**src/rtl/link_arbiter_if.sv**
```systemverilog
`default_nettype none
// ============================================================================
// Module : link_arbiter_if
// Brief  : Requester-side and link-side signal bundle for link_arbiter.
// Rev    : 1.0  initial release
// ============================================================================
interface link_arbiter_if #(
    parameter int DATA_WIDTH = 8,
    parameter int NUM_SRC    = 4
);
    localparam int c_id_w = $clog2(NUM_SRC);

    logic [NUM_SRC-1:0]            src_valid;
    logic [NUM_SRC*DATA_WIDTH-1:0] src_data;
    logic [NUM_SRC-1:0]            src_done;
    logic                          src_err;
    logic                          link_req;
    logic [DATA_WIDTH-1:0]         link_data;
    logic                          link_ack;
    logic [c_id_w-1:0]             grant_id;
    logic                          busy;

    modport master (
        input  src_valid, src_data, link_ack,
        output src_done, src_err, link_req, link_data, grant_id, busy
    );

    modport slave (
        output src_valid, src_data, link_ack,
        input  src_done, src_err, link_req, link_data, grant_id, busy
    );
endinterface
`default_nettype wire

```
**src/rtl/link_arbiter.sv**
```systemverilog
`default_nettype none
// ============================================================================
// Module : link_arbiter
// Brief  : Round-robin arbiter sharing one 4-phase bundled-data link.
// Rev    : 1.0  initial release
// ============================================================================
module link_arbiter #(
    parameter int DATA_WIDTH = 8,
    parameter int NUM_SRC    = 4,
    parameter int TIMEOUT    = 255
) (
    input  logic           clk,
    input  logic           reset,
    link_arbiter_if.master bus
);
    localparam int                c_id_w       = $clog2(NUM_SRC);
    localparam logic [7:0]        c_timeout    = 8'(TIMEOUT);
    localparam logic              c_timeout_en = (TIMEOUT != 0);
    localparam logic [c_id_w-1:0] c_last       = c_id_w'(NUM_SRC - 1);

    typedef enum logic [1:0] {
        S_IDLE    = 2'd0,
        S_LOAD    = 2'd1,
        S_REQ     = 2'd2,
        S_RELEASE = 2'd3
    } state_t;

    state_t                  r_state, w_state_nxt;
    logic                    r_ack_meta, r_ack_s;
    logic [c_id_w-1:0]       r_ptr, w_ptr_nxt;
    logic [c_id_w-1:0]       r_grant_id, w_grant_id_nxt;
    logic [c_id_w-1:0]       w_winner;
    logic [c_id_w:0]         w_idx;
    logic                    w_found;
    logic [7:0]              r_cnt, w_cnt_nxt;
    logic                    r_err, w_err_nxt;
    logic                    r_link_req, w_link_req_nxt;
    logic [DATA_WIDTH-1:0]   r_link_data, w_link_data_nxt, w_win_data;
    logic [NUM_SRC-1:0]      r_src_done, w_src_done_nxt, w_grant_onehot;
    logic                    r_src_err, w_src_err_nxt;

    // Scan from the highest offset down so the lowest offset from ptr wins.
    always_comb begin
        w_found  = 1'b0;
        w_winner = '0;
        w_idx    = '0;
        for (int k = NUM_SRC - 1; k >= 0; k--) begin
            w_idx = {1'b0, r_ptr} + (c_id_w + 1)'(k);
            if (w_idx >= (c_id_w + 1)'(NUM_SRC)) begin
                w_idx = w_idx - (c_id_w + 1)'(NUM_SRC);
            end
            if (bus.src_valid[w_idx[c_id_w-1:0]]) begin
                w_found  = 1'b1;
                w_winner = w_idx[c_id_w-1:0];
            end
        end
    end

    always_comb begin
        w_win_data     = '0;
        w_grant_onehot = '0;
        for (int i = 0; i < NUM_SRC; i++) begin
            if (w_winner == c_id_w'(i)) begin
                w_win_data = bus.src_data[i*DATA_WIDTH +: DATA_WIDTH];
            end
            w_grant_onehot[i] = (r_grant_id == c_id_w'(i));
        end
    end

    always_comb begin
        w_state_nxt     = r_state;
        w_ptr_nxt       = r_ptr;
        w_grant_id_nxt  = r_grant_id;
        w_link_data_nxt = r_link_data;
        w_link_req_nxt  = r_link_req;
        w_cnt_nxt       = r_cnt;
        w_err_nxt       = r_err;
        w_src_done_nxt  = '0;
        w_src_err_nxt   = 1'b0;
        case (r_state)
            S_IDLE: begin
                // The done cycle is skipped so the served source can drop its valid.
                if (w_found && !(|r_src_done)) begin
                    w_grant_id_nxt  = w_winner;
                    w_link_data_nxt = w_win_data;
                    w_state_nxt     = S_LOAD;
                end
            end
            S_LOAD: begin
                w_link_req_nxt = 1'b1;
                w_cnt_nxt      = '0;
                w_state_nxt    = S_REQ;
            end
            S_REQ: begin
                if (r_ack_s) begin
                    w_link_req_nxt = 1'b0;
                    w_state_nxt    = S_RELEASE;
                end else if (c_timeout_en && (r_cnt == c_timeout)) begin
                    w_link_req_nxt = 1'b0;
                    w_err_nxt      = 1'b1;
                    w_state_nxt    = S_RELEASE;
                end else begin
                    w_cnt_nxt = r_cnt + 8'd1;
                end
            end
            S_RELEASE: begin
                if (!r_ack_s) begin
                    w_state_nxt    = S_IDLE;
                    w_src_done_nxt = w_grant_onehot;
                    w_src_err_nxt  = r_err;
                    w_err_nxt      = 1'b0;
                    w_ptr_nxt      = (r_grant_id == c_last) ? '0 : r_grant_id + c_id_w'(1);
                end
            end
            default: w_state_nxt = S_IDLE;
        endcase
    end

    always_ff @(posedge clk) begin
        if (reset) begin
            r_state     <= S_IDLE;
            r_ack_meta  <= 1'b0;
            r_ack_s     <= 1'b0;
            r_ptr       <= '0;
            r_grant_id  <= '0;
            r_cnt       <= '0;
            r_err       <= 1'b0;
            r_link_req  <= 1'b0;
            r_link_data <= '0;
            r_src_done  <= '0;
            r_src_err   <= 1'b0;
        end else begin
            r_state     <= w_state_nxt;
            r_ack_meta  <= bus.link_ack;
            r_ack_s     <= r_ack_meta;
            r_ptr       <= w_ptr_nxt;
            r_grant_id  <= w_grant_id_nxt;
            r_cnt       <= w_cnt_nxt;
            r_err       <= w_err_nxt;
            r_link_req  <= w_link_req_nxt;
            r_link_data <= w_link_data_nxt;
            r_src_done  <= w_src_done_nxt;
            r_src_err   <= w_src_err_nxt;
        end
    end

    assign bus.link_req  = r_link_req;
    assign bus.link_data = r_link_data;
    assign bus.grant_id  = r_grant_id;
    assign bus.src_done  = r_src_done;
    assign bus.src_err   = r_src_err;
    assign bus.busy      = (r_state != S_IDLE);

endmodule
`default_nettype wire

```
**src/flat_wrapper.sv**
```systemverilog
// flat-port wrapper written by rule: the top's interface ports become plain ports
module link_arbiter_flat 
#(
    parameter int DATA_WIDTH = 8,
    parameter int NUM_SRC    = 4,
    parameter int TIMEOUT    = 255
)
  (clk, reset, bus_src_valid, bus_src_data, bus_link_ack, bus_src_done, bus_src_err, bus_link_req, bus_link_data, bus_grant_id, bus_busy);
  link_arbiter_if #(.DATA_WIDTH(DATA_WIDTH), .NUM_SRC(NUM_SRC)) bus_i ();
  input  logic clk;
  input  logic reset;
  input wire logic [$bits(bus_i.src_valid)-1:0] bus_src_valid;
  input wire logic [$bits(bus_i.src_data)-1:0] bus_src_data;
  input wire logic [$bits(bus_i.link_ack)-1:0] bus_link_ack;
  output wire logic [$bits(bus_i.src_done)-1:0] bus_src_done;
  output wire logic [$bits(bus_i.src_err)-1:0] bus_src_err;
  output wire logic [$bits(bus_i.link_req)-1:0] bus_link_req;
  output wire logic [$bits(bus_i.link_data)-1:0] bus_link_data;
  output wire logic [$bits(bus_i.grant_id)-1:0] bus_grant_id;
  output wire logic [$bits(bus_i.busy)-1:0] bus_busy;
  assign bus_i.src_valid = bus_src_valid;
  assign bus_i.src_data = bus_src_data;
  assign bus_i.link_ack = bus_link_ack;
  assign bus_src_done = bus_i.src_done;
  assign bus_src_err = bus_i.src_err;
  assign bus_link_req = bus_i.link_req;
  assign bus_link_data = bus_i.link_data;
  assign bus_grant_id = bus_i.grant_id;
  assign bus_busy = bus_i.busy;
  link_arbiter #(.DATA_WIDTH(DATA_WIDTH), .NUM_SRC(NUM_SRC), .TIMEOUT(TIMEOUT)) u_core (.clk(clk), .reset(reset), .bus(bus_i));
endmodule
```
**config.mk**
```make
export PLATFORM = sky130hd
export DESIGN_NAME = link_arbiter_flat
export DESIGN_NICKNAME = d
export VERILOG_FILES = /design/src/rtl/link_arbiter_if.sv /design/src/rtl/link_arbiter.sv /design/src/flat_wrapper.sv
export SDC_FILE = /design/constraint.sdc
export NUM_CORES = 1
export LEC_CHECK = 0
export ABC_CLOCK_PERIOD_IN_PS = 4300
export BUFFER_PORTS_ARGS = -buffer_cell sky130_fd_sc_hd__buf_2
export CAP_MARGIN = 20
export CELL_PAD_IN_SITES_DETAIL_PLACEMENT = 0
export CELL_PAD_IN_SITES_GLOBAL_PLACEMENT = 1
export CORE_ASPECT_RATIO = 1.75
export CORE_UTILIZATION = 40
export DETAILED_ROUTE_END_ITERATION = 6
export PLACE_DENSITY = 0.95
export SLEW_MARGIN = 30
export SYNTH_ARGS = -nofsm -noshare
export SYNTH_HDL_FRONTEND = slang
export SYNTH_SLANG_ARGS = --single-unit
```
**constraint.sdc**
```tcl
create_clock -name clk -period 4.3 [get_ports clk]
set_clock_uncertainty 0.1 [all_clocks]
set_input_delay 0 -clock clk [delete_from_list [all_inputs] [get_ports clk]]
set_output_delay 0 -clock clk [all_outputs]
set_load 0.005 [all_outputs]
```
==> flow_metrics.tcl <==
set metrics [dict create \
    die_h_um 90.2 \
    yosys.area.top_type_share 0.349 \
    synth.distinct_cells 47 \
    r2r_end "u_core.bus.link_data[0]" \
    critPathArrivalTime_ns 2.22 \
    synthTopCellsByCount "dfxtp_1 (31), nor2_1 (20), inv_1 (13), nand2_1 (13)" \
    globalplace.congestion 0.780 \
    numCtsBuffers 5 \
    maxSlewHeadroom 0.423 \
    utilization 0.525 \
    max_freq_mhz 473 \
    root_buffer "clkbuf_8" \
    clk_latency_ns 0.28 \
    grt_pass1_wl_um 7040 \
    critPathCaptureType "flop" \
    cp_slowest_cell "nor3_2" \
    min_path_type "in -> reg" \
    finalSetupViolations 0 \
    synth.net_count 255 \
    rsz0062_at_grt "false" \
    synth_edf_count 0 \
    reg2reg_from "u_core.bus.src_done[1]" \
    finish.instance_area_mm2 0.00220 \
    htreeDepth 2 \
    grt_max_degree 24 \
    nNetsFinal 310 \
    cp-start-kind "flop" \
    period_minus_slack_ns 2.11 \
    die_w_um 52.4 \
    cts_sinks 31 \
    n_antenna_cell 0 \
    drtPass1Iterations 4 \
    antenna_found_initial 0 \
    report.final.hold_viol_count 0 \
    start_util 0.424 \
    reg2reg_depth 5 \
    synth_cells 207 \
    areaGrowthSynthToFinish_pct 23.9 \
    reg2reg_slack_ns 2.19 \
    num_vias 1686 \
    synthArstFlopShare 0 \
    ys_seq_elements 31 \
    pin_count 56 \
    critPathKind "reg -> reg" \
    antenna_left 0 \
    n_fill_cell 423 \
    grt_pass1_vias 1620 \
    slowest_delay_ns 0.47 \
    core-area_mm2 0.00419 \
    cap_violations 0 \
    wl_per_cell_um 13.3 \
    drt-vias-per-instance 5.40 \
    ir_worst_vdd_mv 0.334 \
    dp_hpwl_um 3300 \
    worstSetupEndpoint "u_core.bus.link_data[0]" \
    yosysSeqAreaShare 0.349 \
    ys.flop_type "dfxtp_1" \
    drcViolationCount 0 \
    globalRouteOverflowTotal 0 \
    num_rows 31 \
    critPathMaxFanout 12 \
    synth_top_area_cell "dfxtp_1" \
    tightest_slew_ns 0.860 \
    cp-startpoint "u_core.bus.src_done[1]" \
    synth_area_mm2 0.00178 \
    drt_wl_total_um 4170 \
    finalSetupTns_ns 0 \
    cts_tree "built" \
    final_layout_size_suffix_gt1_frac 0.285 \
    die-area_mm2 0.00472 \
    p_leak_nw 0.994 \
    cts_buffer_depth 2 \
    status "completed" \
    dpl_cell_area_mm2 0.00207 \
    crit_chain "nor4_1 -> nand3_1 -> nor3_2 -> o21ai_1 -> a31oi_1" \
    fin_hold_ws_ns 0.0167 \
    period_share 0.491 \
    drtIter0Drc 35 \
    ctsResizeCount 0 \
    portBuffers 55 \
    synth_most_common_cell "dfxtp_1" \
    synth_area_leaders "dfxtp_1 (35%), ha_1 (6.3%), nor2_1 (4.2%)" \
    drv_slew 0 \
    grt_usage 0.193 \
    ys_warn_count 0 \
    crit_required_ns 4.41 \
    syn_avg_cell_area_um2 8.58 \
    clk_pin_slew_worst_paths_ns 0.07 \
    powerDensity_mw_per_mm2 507 \
]
## what timing repair did
| item | 4_1_cts | 5_1_grt |
|---|---|---|
| setup buffers | 0 | 0 |
| hold buffers | 1 | 0 |
| endpoints found under the hold margin | 1 | 0 |
## metal layers
layer / GRT usage / share of wire / vias to the layer above / routed length [um]
met5: 0 / 0 / - / 0
met4: 0.0855 / 0.022 / 0 / 93
met3: 0.0355 / 0.047 / 9 / 195
met2: 0.350 / 0.54 / 51 / 2270
met1: 0.201 / 0.39 / 767 / 1610
li1: - / - / 859 / -
## stage by stage
step	instances	setup WS (ns)	power, mW
after floorplan	207	2.59	0.696
after global placement	303	2.32	0.815
after detailed placement	303	2.19	0.826
after CTS	312	2.19	1.13
after global routing	312	2.00	1.20
final	312	2.19	1.12
## worst min path at each step
stage | from | endpoint | slack, ns | cells after the start
global route | bus_src_data[27] | u_core.bus.link_data[3] | 0.04 | 3
detailed placement | bus_link_ack | u_core.r_ack_meta | 0.12 | 2
finish | bus_src_data[29] | u_core.bus.link_data[5] | 0.02 | 3
CTS | bus_src_data[29] | u_core.bus.link_data[5] | 0.02 | 3
global placement | bus_link_ack | u_core.r_ack_meta | 0.11 | 2
floorplan | reset | u_core.bus.link_data[6] | -0.002 | 1
## flip-flops by register name, summed over array words and instances, names as in the netlist
| signal | count |
|---|---|
| u_core.bus.link_data | 8 |
| u_core.r_cnt | 8 |
| u_core.bus.src_done | 4 |
| u_core.bus.grant_id | 2 |
| u_core.r_ptr | 2 |
| u_core.r_state | 2 |
| u_core.bus.link_req | 1 |
| u_core.bus.src_err | 1 |
| u_core.r_ack_meta | 1 |
| u_core.r_ack_s | 1 |
| u_core.r_err | 1 |
## area by class of cell
class	count	area, um^2	area share
clock inverter	2	35.0	0.0159
clock buffer	6	82.6	0.0375
inverter	13	48.8	0.0222
multi-input combinational	155	1070	0.485
tap	49	61.3	0.0279
sequential	31	621	0.282
timing repair buffer	56	285	0.130
## kinds of logic after synthesis
logic type,count (synthesis),share of synthesized area
compound gates,65,0.263
xor+xnor,6,0.0296
fa+ha+maj,9,0.0634
buf+inv,21,0.0500
flops,31,0.349
mux,2,0.0113
simple gates,73,0.233
## cell usage in the layout, fill, tap and decap left out, types with 2 or more instances in the layout
cell type | synthesis | final
o21ai_1 | 9 | 9
a211oi_1 | 4 | 4
o21a_1 | 2 | 2
clkbuf_8 | 0 | 6
a21boi_1 | 7 | 7
nand3_1 | 3 | 3
o21ai_0 | 3 | 3
mux2i_1 | 2 | 2
and2_1 | 6 | 6
nor2_1 | 20 | 20
nand2b_1 | 4 | 4
nor3_1 | 3 | 3
dfxtp_1 | 31 | 31
a211oi_2 | 2 | 2
xor2_1 | 3 | 3
buf_2 | 2 | 55
o2111ai_1 | 2 | 2
nor2b_1 | 6 | 6
and3_1 | 8 | 8
nor2b_2 | 2 | 2
nor3_2 | 2 | 2
o311ai_0 | 6 | 6
inv_1 | 13 | 13
xnor2_1 | 3 | 3
nand2_1 | 13 | 13
ha_1 | 9 | 9
a21oi_1 | 7 | 7
a31oi_1 | 6 | 6
o22ai_1 | 6 | 6
## worst max-delay path: cells and delay by family, from the launching register on
kind               cells  cell delay [ns]
AOI/OAI and AO/OA      2             0.31
DFF                    1             0.31
and+or+nand+nor        3             1.32
## where the power goes
part	internal [mW]	leakage (nW)	switching, mW
registers	0.341	0.253	0.0404
clock network	0.187	0.0612	0.110
logic	0.174	0.679	0.263
No activity file was read; power rests on OpenSTA's default activity.
